[src/rtl/sort8_pkg.sv]
// Shared constants and state encoding for the 8-entry frame sorter.
package sort8_pkg;
  localparam int N     = 8;
  localparam int IDX_W = 3;
  localparam int LEN_W = 4;

  typedef logic [1:0] state_t;
  localparam state_t FILL = 2'd0;
  localparam state_t SORT = 2'd1;
  localparam state_t EMIT = 2'd2;

  localparam logic [7:0] PAD_DEFAULT = 8'hFF;
endpackage

[src/rtl/sort8_asc_net.sv]
// Combinational 8-input ascending sorter (odd-even transposition, N stages).
module sort8_asc_net
  import sort8_pkg::*;
#(
  parameter int W = 8
) (
  input  logic [N-1:0][W-1:0] din,
  output logic [N-1:0][W-1:0] dout
);
  genvar gs, gi;

  // Even stages swap pairs (0,1),(2,3)..; odd stages swap (1,2),(3,4)..
  for (gs = 0; gs < N; gs++) begin : g_stg
    logic [N-1:0][W-1:0] a;
    logic [N-1:0][W-1:0] v;

    if (gs == 0) begin : g_first
      assign a = din;
    end else begin : g_next
      assign a = g_stg[gs-1].v;
    end

    for (gi = 0; gi < N; gi++) begin : g_cell
      if (((gi % 2) == (gs % 2)) && (gi < N - 1)) begin : g_lo
        assign v[gi] = (a[gi+1] < a[gi]) ? a[gi+1] : a[gi];
      end else if (((gi % 2) != (gs % 2)) && (gi > 0)) begin : g_hi
        assign v[gi] = (a[gi-1] < a[gi]) ? a[gi] : a[gi-1];
      end else begin : g_pass
        assign v[gi] = a[gi];
      end
    end
  end

  assign dout = g_stg[N-1].v;
endmodule

[src/rtl/sort8_frame_ctrl.sv]
// Collects up to 8 words, sorts them in one cycle, and replays them ascending.
module sort8_frame_ctrl
  import sort8_pkg::*;
#(
  parameter int         W   = 8,
  parameter logic [W-1:0] PAD = {W{1'b1}}
) (
  input  logic         clk,
  input  logic         rst,
  input  logic         in_valid,
  output logic         in_ready,
  input  logic [W-1:0] in_data,
  input  logic         in_last,
  output logic         out_valid,
  input  logic         out_ready,
  output logic [W-1:0] out_data,
  output logic         out_last,
  output logic         busy
);
  state_t               state_q, state_d;
  logic [IDX_W-1:0]     cnt_q, cnt_d;
  logic [IDX_W-1:0]     idx_q, idx_d;
  logic [LEN_W-1:0]     len_q, len_d;
  logic [N-1:0][W-1:0]  buf_q, buf_d;
  logic [N-1:0][W-1:0]  sorted_q, sorted_d;
  logic [N-1:0][W-1:0]  net_out;

  sort8_asc_net #(.W(W)) u_net (
    .din  (buf_q),
    .dout (net_out)
  );

  // in_ready is forced low during reset so no beat is acknowledged while flops are held.
  assign in_ready  = (state_q == FILL) && !rst;
  assign out_valid = (state_q == EMIT);
  assign out_data  = out_valid ? sorted_q[idx_q] : '0;
  assign out_last  = out_valid && ((LEN_W'(idx_q) + LEN_W'(1)) == len_q);
  assign busy      = (state_q != FILL);

  always_comb begin
    state_d  = state_q;
    cnt_d    = cnt_q;
    idx_d    = idx_q;
    len_d    = len_q;
    buf_d    = buf_q;
    sorted_d = sorted_q;
    case (state_q)
      FILL: begin
        if (in_valid && in_ready) begin
          buf_d[cnt_q] = in_data;
          cnt_d        = cnt_q + 3'd1;
          if ((cnt_q == 3'd7) || in_last) begin
            len_d   = LEN_W'(cnt_q) + LEN_W'(1);
            state_d = SORT;
          end
        end
      end
      SORT: begin
        sorted_d = net_out;
        state_d  = EMIT;
      end
      EMIT: begin
        if (out_ready) begin
          idx_d = idx_q + 3'd1;
          if (out_last) begin
            idx_d   = '0;
            cnt_d   = '0;
            buf_d   = {N{PAD}};
            state_d = FILL;
          end
        end
      end
      default: state_d = FILL;
    endcase
  end

  always_ff @(posedge clk or posedge rst) begin
    if (rst) begin
      state_q  <= FILL;
      cnt_q    <= '0;
      idx_q    <= '0;
      len_q    <= '0;
      buf_q    <= {N{PAD}};
      sorted_q <= '0;
    end else begin
      state_q  <= state_d;
      cnt_q    <= cnt_d;
      idx_q    <= idx_d;
      len_q    <= len_d;
      buf_q    <= buf_d;
      sorted_q <= sorted_d;
    end
  end
endmodule
[config.mk]
export PLATFORM = sky130hd
export DESIGN_NAME = sort8_frame_ctrl
export DESIGN_NICKNAME = d
export VERILOG_FILES = /design/src/rtl/sort8_pkg.sv /design/src/rtl/sort8_asc_net.sv /design/src/rtl/sort8_frame_ctrl.sv
export SDC_FILE = /design/constraint.sdc
export NUM_CORES = 1
export LEC_CHECK = 0
export ABC_AREA = 1
export CORE_MARGIN = 10
export CORE_UTILIZATION = 25
export CTS_CLUSTER_SIZE = 20
export DETAILED_ROUTE_END_ITERATION = 16
export GPL_TIMING_DRIVEN = 0
export SLEW_MARGIN = 10
export SYNTH_ARGS = -nofsm -noshare
export SYNTH_HDL_FRONTEND = slang
export SYNTH_HIERARCHICAL = 1
export SYNTH_SLANG_ARGS = --single-unit
[constraint.sdc]
create_clock -name clk -period 13.5 [get_ports clk]
set_input_delay 2.7 -clock clk [delete_from_list [all_inputs] [get_ports clk]]
set_output_delay 2.7 -clock clk [all_outputs]
set_load 0.01 [all_outputs]
# [Word-level counts from Yosys, hierarchy flattened]
# Cells that the tools add are included.
[op_classes] addsub=4 magnitude_cmp=59 n_eq_ne=8 muxes=76 reduce_logical=13
[ops] operator="$mux 8" count=59
[ops] operator="$lt 8x8->1" count=56
[ops] operator="$mux 64" count=3
[ops] operator="$pmux 64 s2" count=1
[ops] operator="$bwmux 64" count=1
[ops] operator="$bmux 8 s3" count=1
[ops] operator="$demux 8 s3" count=1
[ops] operator="$mux 3" count=4
[ops] operator="$add 3x1->4 const B" count=2
[ops] operator="$lt 3x4->1 const B" count=2
[ops] operator="$mux 2" count=4
[ops] operator="$ne 2x1->1 const B" count=4
[ops] operator="$reduce_and 4->1" count=2
[ops] operator="$add 3x1->3 const B" count=2
[ops] operator="$pmux 2 s3" count=1
[ops] operator="$pmux 3 s2" count=1
[ops] operator="$eq 4x4->1" count=1
[ops] operator="$logic_and 1x1->1" count=4
[ops] operator="$reduce_bool 2->1" count=2
[ops] operator="$eq 3x3->1 const B" count=1
[ops] operator="$ge 3x1->1 const B" count=1
[ops] operator="$reduce_and 3->1" count=1
[ops] operator="$eq 2x1->1 const B" count=1
[ops] operator="$eq 2x2->1 const B" count=1
[ops] operator="4 further kinds" count=4
[totals] regBits=140 in_bits=13 output_inout_bits=12 elab_cells=180

# [Longest topological paths before layout]
# Gate-level depths: netlist of run 1.
[logic_depth] word_depth=16 mapped_depth=96

# [Hierarchy]
# Netlist of run 1, hierarchy kept.
[modules_own_cells] module="sort8_asc_net" n_inst=1 cells_each=1878 area_per_inst_um2=10239.8 seq_area_each_um2=0.0
[modules_own_cells] module="sort8_frame_ctrl" n_inst=1 cells_each=689 area_per_inst_um2=6745.2 seq_area_each_um2=3583.4

# [Least setup slack after synthesis of run 1]
# Ideal clock, no wire load.
[synth_timing] kind="register to register" startpoint="reg buf_q[47] (netlist bit)" endpoint="reg sorted_q[15] (netlist bit)" setup_time_ns=0.125 t_arrival_ns=12.766 required_ns=13.375 slack_ns=0.609 stages_incl_launch_ff=67 n_path_buf=6 period_less_slack_ns=12.891 path_cell_list="dfstp_2 -> inv_1 -> ha_1 -> a21o_1 -> nor2_2 -> nand2_2 -> o21ai_1 -> clkbuf_1 -> a21oi_1 -> ha_1 -> nand2_1 -> or2_2 -> o2111ai_1 -> clkbuf_1 -> o21ai_0 -> ha_1 -> a21oi_1 -> nor2_1 -> [... 31 more ...] -> clkbuf_1 -> o21ai_0 -> ha_1 -> a21oi_1 -> nor2_1 -> a211oi_2 -> nand3_1 -> and2_1 -> ha_1 -> a21oi_1 -> o21ai_0 -> nand4_1 -> o2111ai_1 -> o31ai_1 -> inv_1 -> nand3_1 -> nand2_1 -> mux2_2"
[synth_rtl] item="from (decl)" line="sort8_frame_ctrl.sv:24" source="logic [N-1:0][W-1:0] buf_q, buf_d;"
[synth_rtl] item="from (signal assigned)" line="sort8_frame_ctrl.sv:83" source="buf_q <= {N{PAD}};"
[synth_rtl] item="from (signal assigned)" line="sort8_frame_ctrl.sv:90" source="buf_q <= buf_d;"
[synth_rtl] item="to (signal assigned)" line="sort8_frame_ctrl.sv:91" source="sorted_q <= sorted_d;"
[synth_rtl] item="to (decl)" line="sort8_frame_ctrl.sv:25" source="logic [N-1:0][W-1:0] sorted_q, sorted_d;"

==> impl_metrics.json, run 1 <==
{
  "track_usage_pct": 13.1,
  "drc": 0,
  "async_flop_share_pct": 100,
  "clk_latency_ns": 0.45,
  "fillCellCount": 7422,
  "avgViaCountPerCell": 4.96,
  "status": "completed",
  "synth_edf_count": 0,
  "ys_warn_count": 6,
  "die_w_um": 281,
  "cp_slowest_cell": "dfstp_2",
  "drv_cap": 0,
  "drv_slew": 0,
  "synth_area_um2": 17000,
  "rsz0062_at_grt": "true",
  "slew_headroom_pct": 37.0,
  "path_common_cell": "nand2_1",
  "fin_crit_ns": 12.67,
  "cts.sinks": 140,
  "slowest_delay_ns": 0.53,
  "hold_viol": 0,
  "period_share_pct": 93.9,
  "hp-start": "buf_q[41]$_DFFE_PP1P_",
  "synth_top_area_share_pct": 17.3,
  "worstSetupPathType": "flop to flop",
  "io_pins": 25,
  "grt_max_degree": 101,
  "cts_inserted_buffers": 17,
  "drt_first_pass_iters": 6,
  "reg2reg_from": "buf_q[43]$_DFFE_PP1P_",
  "synth_area_leaders": "nand2_1 17%, ha_1 16%, o21ai_0 12%",
  "yosysTopAreaCell": "nand2_1",
  "initial_utilization_pct": 25.2,
  "syn_inst": 2567,
  "crit_path_start": "buf_q[43]$_DFFE_PP1P_",
  "dpl.hpwl_um": 41600,
  "synth_nets": 2796,
  "row_count": 95,
  "synth_flop_cell": "dfrtp_1",
  "wl_per_cell_um": 14.9,
  "critPathLaunchType": "flop",
  "skew_ns": 0.0110,
  "root_buffer": "clkbuf_16",
  "num_vias": 17600,
  "antenna_found_initial": 1,
  "cts.reportedPaths.clkPinSlew_ns": 0.06,
  "ys_seq_area_share_pct": 21.1,
  "gr-total-overflow": 0,
  "gp_congestion": 0.946,
  "grt_pass1_vias": 16200,
  "area_delta_synth_final_pct": 16.9,
  "hold_buffers": 0,
  "setup-violations-final": 0,
  "hp-class": "flop to flop",
  "die-area_um2": 78800,
  "drive_gt1_share_pct": 16.0,
  "synth_most_common_cell": "nand2_1",
  "syn_area_per_cell_um2": 6.62,
  "core_um2": 67300,
  "detail-route-antenna-nets": 0,
  "h-tree-depth": 4,
  "clockBufferDepth": 2,
  "tightestPinTransition_ns": 0.945,
  "io_buffers": 24,
  "fmax_mhz": 78.9,
  "whs_ns": 0.462,
  "critPathMaxFanout": 10,
  "synth_cell_types": 47,
  "ys_top_cells_by_count": "784 x nand2_1, 398 x o21ai_0, 223 x inv_1",
  "ys_seq_elements": 140,
  "tritoncts": "built",
  "layout.nets": 2886,
  "grt_pass1_wl_um": 84300,
  "first_iter_violations": 1288,
  "critPathRequiredTime_ns": 13.87,
  "crit_arrival_ns": 13.04,
  "wl_um": 52700,
  "end_kind": "flop",
  "die_y_um": 281,
  "diodes": 0
}
[per-layer routing]
metal  wire (um)  vias up  track usage, %
li1            -     8945               -
met1       26200     8161            18.6
met2       23200      398            20.6
met3        2460       57            1.79
met4         817        0            3.12
met5           0        -               0
[metrics by stage]
stage                     TNS, ns  cells  util (%)  cell area (um2)  setup slack (ns)
after floorplan                 0   2567         -            17000             0.609
after global placement     -70.83   3464      27.2            18300             -2.10
after detailed placement   -75.53   3465      27.3            18400             -2.23
after CTS                       0   3497      28.4            19100            0.0107
after global routing       -0.455   3542      29.5            19800           -0.0612
final                           0   3542      29.5            19800             0.826
[repair_timing]
action	CTS	global route
endpoints found under the setup margin	56	48
cloned	0	4
endpoints found under the hold margin	0	0
resized for setup	59	233
pin swaps	1	22
setup buffers	2	41
[area by class of cell]
type                       instances  area [um2]  share of cell area, %
clock buffer                      21         493                   2.48
timing repair inverter             1        3.75                 0.0189
sequential                       140        3580                   18.1
timing repair buffer              69         596                   3.00
inverter                         238         906                   4.56
tap                              873        1090                   5.50
multi-input combinational       2091       12500                   62.8
clock inverter                    10         124                  0.624
buffer                            99         582                   2.93
[final timing paths]
| check | endpoint | slack (ns) | cells past startpoint |
|---|---|---|---|
| setup reg to reg | sorted_q[14]$_DFFE_PP0N_ | 0.83 | 74 |
| hold reg to reg | buf_q[41]$_DFFE_PP1P_ | 0.46 | 2 |
| setup / recovery | sorted_q[14]$_DFFE_PP0N_ | 0.83 | 74 |
| max in group asynchronous | sorted_q[13]$_DFFE_PP0N_ | 9.96 | 3 |
| hold / removal | buf_q[41]$_DFFE_PP1P_ | 0.46 | 2 |
| min in group asynchronous | cnt_q[0]$_DFFE_PP0P_ | 2.70 | 2 |
[registers in the layout, indices dropped and copies added (netlist names)]
register / cells
buf_q: 64
sorted_q: 64
cnt_q: 3
idx_q: 3
state_q: 2
len_q: 4
[worst max-delay path: cells and delay by family (launching register included)]
family                   cells  cell delay [ns]
AO/OA/AOI/OAI               23             4.47
AND/OR/NAND/NOR             30             3.24
adder cells (fa/ha/maj)      8             2.60
buffers and inverters       13             1.75
flip-flops                   1             0.53
[logic make-up (layout without fill, tap and decap cells)]
| logic type | count (synthesis) | in the layout | share of synthesized area [%] |
|---|---|---|---|
| AND/OR/NAND/NOR | 1206 | 1207 | 31.6 |
| AO/OA/AOI/OAI | 624 | 625 | 20.4 |
| buffers and inverters | 338 | 438 | 8.15 |
| adder cells (fa/ha/maj) | 216 | 216 | 15.9 |
| flip-flops | 140 | 140 | 21.1 |
| multiplexers | 43 | 43 | 2.85 |
[placed cells by master (no fill, tap or decap), drive strengths merged, types with 12 or more instances in the layout]
cell type / count
nand2: 823
o21ai: 424
inv: 239
ha: 216
a21oi: 127
nand3: 125
nor2: 124
nand4: 106
buf: 87
clkbuf: 78
dfrtp: 76
dfstp: 64
mux2: 43
clkdlybuf4s50: 24
or2: 14
a211oi: 14
o31ai: 12
Power of run 1 is not shown: default switching activity piles up to over one toggle a cycle in this logic, so the estimate is an artifact.
==> run 2: changes to the inputs <==
- SLEW_MARGIN: 10 -> default
==> run 2 against run 1 <==
- flip-flop and latch count is the same
- critical path depth down 2
- utilization fell by 0.25 points
- design area fell by 0.83%
- first-iteration DRC count increased by 21%
- non-clock buffer count is 9 lower
- die area did not move
- clock skew fell by 0.0015 ns
- wire length is essentially flat
- register-to-register slack improved by 0.02 ns
- critical path type unchanged
- critical endpoint unchanged
- largest cell class unchanged
- highest routed layer unchanged
==> impl_metrics.json, run 2 (synthesized netlist as in run 1, its figures left out) <==
{
  "hp-class": "flop to flop",
  "clockBufferDepth": 2,
  "reg2reg_depth": 72,
  "io_buffers": 24,
  "drt_first_pass_iters": 5,
  "root_buffer": "clkbuf_16",
  "clk_latency_ns": 0.45,
  "cts_inserted_buffers": 17,
  "setup-violations-final": 0,
  "end_kind": "flop",
  "skew_ns": 0.00950,
  "stdcell_area_um2": 19700,
  "detail-route-antenna-nets": 0,
  "area_delta_synth_final_pct": 15.9,
  "layout_commonest_cell": "nand2_1",
  "fin_crit_ns": 12.66,
  "drv_slew": 0,
  "timing.setup.tns_ns": 0,
  "io_pins": 25,
  "cts.reportedPaths.clkPinSlew_ns": 0.07,
  "fmax_mhz": 79.0,
  "core_um2": 67300,
  "crit_arrival_ns": 13.03,
  "tritoncts": "built",
  "die_y_um": 281,
  "cts.sinks": 140,
  "wl_per_cell_um": 14.9,
  "wl_um": 52600,
  "wl_met3_um": 2290,
  "avgViaCountPerCell": 4.95,
  "row_count": 95,
  "drive_gt1_share_pct": 15.8,
  "reg2reg_from": "buf_q[27]$_DFFE_PP1P_",
  "die_w_um": 281,
  "die-area_um2": 78800,
  "wl_met2_um": 23500,
  "gr-total-overflow": 0,
  "period_share_pct": 93.8,
  "critPathMaxFanout": 10,
  "drc": 0,
  "drt-met1-wl_um": 26300,
  "drv_cap": 0,
  "dpl.hpwl_um": 41600,
  "crit_cells": 72,
  "rsz0062_at_grt": "true",
  "first_iter_violations": 1557,
  "initial_utilization_pct": 25.2,
  "placed_area_um2": 18400,
  "dr.max_layer_used": "met4",
  "path_buf_inv": 14,
  "rrSetupSlack_ns": 0.84,
  "crit_path_start": "buf_q[27]$_DFFE_PP1P_",
  "grt_max_degree": 83,
  "worstSetupPathType": "flop to flop",
  "critPathRequiredTime_ns": 13.87,
  "reg.largest.list": "buf_q: 64 flops, sorted_q: 64 flops, len_q: 4 flops",
  "reg2reg_to": "sorted_q[14]$_DFFE_PP0N_",
  "critPathLaunchType": "flop",
  "num_vias": 17500,
  "grt_pass1_vias": 16100,
  "layout.nets": 2877,
  "whs_ns": 0.462,
  "slew_headroom_pct": 38.6,
  "track_usage_pct": 13.1,
  "antenna_found_initial": 1,
  "h-tree-depth": 4,
  "slowest_delay_ns": 0.53,
  "critPathTopFamily": "compound AO/OA/AOI/OAI gates",
  "status": "completed",
  "grt_pass1_wl_um": 84300,
  "tightestPinTransition_ns": 0.921,
  "layout.cells.most_common_list": "778 x nand2_1, 298 x o21ai_0, 220 x inv_1",
  "crit_path_end": "sorted_q[14]$_DFFE_PP0N_",
  "hold_viol": 0,
  "gp_congestion": 0.946,
  "cp_slowest_cell": "dfstp_2",
  "path_common_cell": "nand2_1"
}
run 2: cell count changes in the layout (fill, tap and decap cells not counted), moves of 3 or more:
cell      delta
buf_4        -9
clkbuf_2     +3
clkbuf_4     -5
inv_6        +3
nand2_1      -4
nand2_2      +5
o21ai_2      +3
o21ai_4      -3
run 2: worst min path at each step:
| stage | start | to | slack [ns] | depth (start not counted) |
|---|---|---|---|---|
| finish | buf_q[9]$_DFFE_PP1P_ | buf_q[9]$_DFFE_PP1P_ | 0.46 | 2 |
| global route | buf_q[61]$_DFFE_PP1P_ | buf_q[61]$_DFFE_PP1P_ | 0.48 | 2 |
| CTS | buf_q[30]$_DFFE_PP1P_ | buf_q[30]$_DFFE_PP1P_ | 0.47 | 2 |
| detailed placement | buf_q[45]$_DFFE_PP1P_ | buf_q[45]$_DFFE_PP1P_ | 0.45 | 2 |
| global placement | buf_q[10]$_DFFE_PP1P_ | buf_q[10]$_DFFE_PP1P_ | 0.45 | 2 |
| floorplan | buf_q[57]$_DFFE_PP1P_ | buf_q[57]$_DFFE_PP1P_ | 0.44 | 2 |
run 2: timing repair:
item                                    4_1_cts  5_1_grt
hold endpoints to repair                      0        0
pin swaps                                     1       18
resized for setup                            57      232
gates cloned                                  0        4
endpoints found under the setup margin       56       48
buffers inserted                              2       32
hold buffers                                  0        0
run 2: final cells by class:
type | count | area [um2]
Fill cell | 7465 | 47600
Multi-Input combinational cell | 2091 | 12400
Timing Repair inverter | 1 | 3.75
Tap cell | 873 | 1090
Antenna cell | 1 | 2.50
Clock inverter | 13 | 108
Buffer | 99 | 572
Clock buffer | 19 | 443
Timing Repair Buffer | 60 | 532
Sequential cell | 140 | 3580
Inverter | 238 | 903
run 2: per-layer routing:
metal	global-route usage, %	up-vias
li1	-	8931
met3	1.57	44
met4	2.58	0
met5	0	-
met1	18.6	8142
met2	21.0	372
run 2: tightest hold or removal path: stages (launching register included):
cell	delay (ns)
dfstp_2	0.37
nand2_1	0.05
nand2_1	0.04
run 2: stage by stage:
| step | setup WS (ns) | instances | utilization [%] |
|---|---|---|---|
| 5_1_grt | -0.0821 | 3534 | 29.3 |
| 2_1_floorplan | 0.609 | 2567 | - |
| 6_report | 0.843 | 3535 | 29.3 |
| 3_3_place_gp | -2.10 | 3464 | 27.2 |
| 4_1_cts | 0.0135 | 3498 | 28.3 |
| 3_5_place_dp | -2.23 | 3465 | 27.3 |
Power of run 2 is left out for the same reason.
==> variant 1 (settings of run 2) <==
Set the package constant `IDX_W` to 2 (it was 3).
--- a/src/rtl/sort8_pkg.sv
+++ b/src/rtl/sort8_pkg.sv
@@ -2,5 +2,5 @@
 package sort8_pkg;
   localparam int N     = 8;
-  localparam int IDX_W = 3;
+  localparam int IDX_W = 2;
   localparam int LEN_W = 4;
 
Formal check against the unedited RTL: not equivalent (a bounded check fails within 10 cycles, from zero or initial values and one cycle with rst high).
==> variant 1 against run 2 <==
  * Synthesized area decreased by 26%
  * Setup slack got worse by 0.079 ns
  * Sequential cell count decreased by 66
  * Critical endpoint is now sorted_q[18]
  * First-iteration DRC count decreased by 38%
  * Wire length decreased by 28%
  * Clock skew decreased by 0.0028 ns
  * Hold slack improved by 0.00063 ns
  * Final area decreased by 24%
  * Die area decreased by 24%
  * Largest cell class unchanged
  * Global-route usage decreased by 0.94 points
  * Final cell count decreased by 21%
Power is not shown: default switching activity piles up to over one toggle a cycle in this logic, so the estimate is an artifact.
==> variant 1: results (changes against run 2) <==
metric;value;unit;change
wl_met3;1588;um;-31%
worstSetupEndpointType;flop;;
cts_max_path_buffers;2;;unchanged
worst_setup_path_start_kind;flop;;
r2r_setup_slack;0.76;ns;-0.08 ns
io_buffers;24;;unchanged
synth_fp_nets;2260;;-19%
use_met2;0.1947;;-0.01490
status;complete, no violations;;
antenna_found_initial;0;;-1
routabilityCongestion;0.8933;;-5.6%
top_regs;buf_q (33), sorted_q (32), len_q (3);;
hold_class;flop to flop;;
dr.max_layer_used;met4;;
grt_pass1_wl;61500;um;-27%
hpwl;30020;um;-28%
tightest_slew;0.8918;ns;-0.02922 ns
clock_latency;0.35;ns;-0.10 ns
pre_cts_ws;-2.964;ns;-0.7337 ns
cts_buffers;9;;-8
timing.rr.start;buf_q[38];;
viasPerCell;4.814;;-2.7%
grt_usage;0.1217;;-0.009444
diodes;0;;-1
slowest_stage;dfstp_4;;
met1_length;19050;um;-28%
grt_util_met3;0.01607;;+0.0003987
drive_gt1_frac;0.1458;;-0.01203
cts-root-buf;clkbuf_16;;
drt-pass1-iter-count;5;;unchanged
arrival;12.98;ns;-0.05 ns
reg2regPathDepth;72;;unchanged
critPathMaxStageDelay;0.70;ns;+0.17 ns
clk_pin_slew;0.06;ns;
use_met1;0.1737;;-0.01251
htreeDepth;3;;-1
routed_wl;37660;um;-28%
grt_pass1_vias;12140;;-25%
grt_max_degree;40;;-52%
drcViolationCount;0;;unchanged
final.setup_skew;0.006731;ns;-0.002767 ns
wl_met2;16760;um;-29%
first_iter_violations;964;;-38%
ys_warn_count;6;;unchanged
fmax;78.52;MHz;-0.62%
cp_max_fo;10;;unchanged
reg2reg_to;sorted_q[18];;
-- variant 1: what timing repair did --
| action | CTS | global route |
|---|---|---|
| setup buffers | 4 | 42 |
| setup endpoints to repair | 32 | 24 |
| hold endpoints to repair | 0 | 0 |
| pin swaps | 1 | 19 |
| gates cloned | 1 | 1 |
| resized for setup | 59 | 201 |
-- variant 1: worst max-delay path: cells and delay by family (launching register included) --
family,cells,cell delay (ns)
AO/OA/AOI/OAI,18,3.82
AND/OR/NAND/NOR,33,3.49
buffers and inverters,13,2.23
adder cells (fa/ha/maj),7,2.11
flip-flops,1,0.70
multiplexers,1,0.27
-- variant 1: area by class of cell --
class | instances | area (um2)
multi-input combinational | 1694 | 10020
sequential | 74 | 1897
fill | 5660 | 35160
inverter | 218 | 827.0
clock inverter | 4 | 48.80
tap | 672 | 840.8
clock buffer | 12 | 256.5
timing repair buffer | 72 | 663.1
buffer | 59 | 360.3
-- variant 1: how the worst min path moves through the flow --
| stage | from | endpoint | slack [ns] | cells after the start |
|---|---|---|---|---|
| floorplan | buf_q[28] | buf_q[28] | 0.44 | 2 |
| global route | buf_q[12] | buf_q[12] | 0.47 | 2 |
| detailed placement | buf_q[12] | buf_q[12] | 0.45 | 2 |
| global placement | buf_q[27] | buf_q[27] | 0.45 | 2 |
| finish | buf_q[27] | buf_q[27] | 0.46 | 2 |
| CTS | buf_q[27] | buf_q[27] | 0.46 | 2 |
-- variant 1: through the flow --
| stage | instances | cell area (um2) |
|---|---|---|
| 2_1_floorplan | 2045 | 12650 |
| 3_3_place_gp | 2741 | 13730 |
| 3_5_place_dp | 2742 | 13750 |
| 4_1_cts | 2762 | 14220 |
| 5_1_grt | 2805 | 14910 |
| 6_report | 2805 | 14910 |
==> variant 2 (settings of run 2) <==
Made on the original files. Reset style: synchronous (`rst`), changed in one clocked block.
--- a/src/rtl/sort8_frame_ctrl.sv
+++ b/src/rtl/sort8_frame_ctrl.sv
@@ -75,5 +75,5 @@
   end
 
-  always_ff @(posedge clk or posedge rst) begin
+  always_ff @(posedge clk) begin
     if (rst) begin
       state_q  <= FILL;
Behaviour: differs if rst is asserted again (counterexample within 4 cycles, from zero or initial values and one cycle with rst high); with rst held inactive, the same outputs for 4 cycles.
==> variant 2 against run 2 <==
  * Setup slack improved by 0.12 ns
  * Final area fell by 3.7%
  * Maximum frequency rose by 0.94%
  * Synthesized area fell by 3.7%
  * Count of clock-buffer cells in the layout fell by 1
  * Sequential cell count did not move
  * Non-clock buffer count rose by 13
  * Wire length barely moved
  * Critical path depth rose by 4
  * Global-route usage rose by 0.23 points
  * Critical path type unchanged
Power is not shown: default switching activity piles up to over one toggle a cycle in this logic, so the estimate is an artifact.
==> variant 2: results (changes against run 2) <==
metric;value;unit;change
slowest_stage;dfxtp_1;;
muxShareOfSynthArea;0;;-0.02851
routabilityCongestion;0.8751;;-7.5%
slew_headroom;0.3055;;-0.08048
viasPerCell;4.958;;+0.21%
final.setup_skew;0.01074;ns;+0.001241 ns
timing.rr.start;buf_q[35];;
ys_warn_count;6;;unchanged
antenna_found_initial;0;;-1
cts-root-buf;clkbuf_16;;
synth.area.top_cells;dfxtp_1 (17%), ha_1 (17%), nand2_1 (16%), o21ai_0 (12%), nor2_1 (6.3%);;
drt-pass1-iter-count;6;;+1
top_regs;buf_q (64), sorted_q (64), len_q (4);;
grt_pass1_wl;83170;um;-1.3%
cts_buffers;17;;unchanged
hpwl;41820;um;+0.55%
reg2regPathDepth;76;;+5.6%
synth_fa_ha_area_frac;0.1653;;+0.006173
reg2reg_to;sorted_q[24];;
antenna_left;0;;unchanged
arrival;12.88;ns;-0.15 ns
r2r_setup_slack;0.96;ns;+0.12 ns
synth_fp_nets;2921;;+4.5%
synthTopCellsByCount;nand2_1 (714), o21ai_0 (398), nor2_1 (276);;
synth_compound_area_frac;0.2182;;+0.01426
io_buffers;24;;unchanged
final_nets;2997;;+4.2%
first_iter_violations;1351;;-13%
whs_endpoint;buf_q[47];;
hold_ws;0.4600;ns;-0.001972 ns
drive_gt1_frac;0.1083;;-0.04956
status;complete, no violations;;
cp_max_fo;10;;unchanged
critPathMaxStageDelay;0.46;ns;-0.07 ns
routedWlPerCell;14.46;um;-2.8%
report.final.hold_viol_count;0;;unchanged
synth_seq_area_share;0.1714;;-0.03956
hp-start;buf_q[47];;
grt_usage;0.1334;;+0.002264
grt_max_degree;17;;-80%
placed_cell_area;17660;um2;-3.8%
synthArstFlopShare;0;;-1.000
diodes;0;;-1
grt_pass1_vias;16310;;+1.4%
ys_types;45;;-4.3%
holdPathStages;2;;unchanged
variant 2: worst max path at each step:
stage               from  slack, ns            to  cells past startpoint
3_5_place_dp   buf_q[47]      -1.97   sorted_q[8]                     69
5_1_grt        buf_q[27]      -0.09  sorted_q[31]                     72
6_report       buf_q[35]       0.96  sorted_q[24]                     76
2_1_floorplan  buf_q[63]       0.87  sorted_q[10]                     72
3_3_place_gp   buf_q[47]      -1.87   sorted_q[9]                     69
4_1_cts        buf_q[25]      0.003   sorted_q[8]                     68
variant 2: cells by family (layout without fill, tap and decap cells):
kind of cell	after synthesis	in the layout
flip-flops	140	140
AND/OR/NAND/NOR	1354	1354
AO/OA/AOI/OAI	642	644
adder cells (fa/ha/maj)	216	216
buffers and inverters	340	426
variant 2: repair_timing:
action	4_1_cts	5_1_grt
buffers inserted	2	27
gates cloned	0	4
setup endpoints to repair	48	56
pin swaps	1	19
endpoints found under the hold margin	0	0
resized for setup	49	214
variant 2: area by class of cell:
class	count	area [um2]
buffer	119	646.9
timing repair buffer	53	457.9
sequential	140	2803
multi-input combinational	2214	12530
fill	7318	45620
clock buffer	18	439.2
clock inverter	13	167.7
inverter	221	834.6
timing repair inverter	2	8.758
tap	855	1070
variant 2: per-layer routing:
| layer | vias to the layer above | routed length, um | track usage |
|---|---|---|---|
| met2 | 397 | 22940 | 0.2118 |
| met5 | - | 0 | 0 |
| met4 | 0 | 890 | 0.03104 |
| met1 | 8241 | 26370 | 0.1877 |
| li1 | 9319 | - | - |
| met3 | 65 | 2368 | 0.01783 |
variant 2: per-stage QoR:
step	worst slack [ns]	utilization	std cells
final	0.9602	0.2936	3635
after global routing	-0.08674	0.2936	3635
after CTS	0.003182	0.2844	3604
after detailed placement	-1.971	0.2735	3571
after global placement	-1.873	0.2735	3571
after floorplan	0.8714	-	2692
variant 2: worst max-delay path, delay by kind of cell (launching register included):
| kind | cells | cell delay [ns] |
|---|---|---|
| AND/OR/NAND/NOR | 32 | 3.16 |
| flip-flops | 1 | 0.46 |
| AO/OA/AOI/OAI | 22 | 4.18 |
| adder cells (fa/ha/maj) | 8 | 2.42 |
| buffers and inverters | 14 | 2.14 |
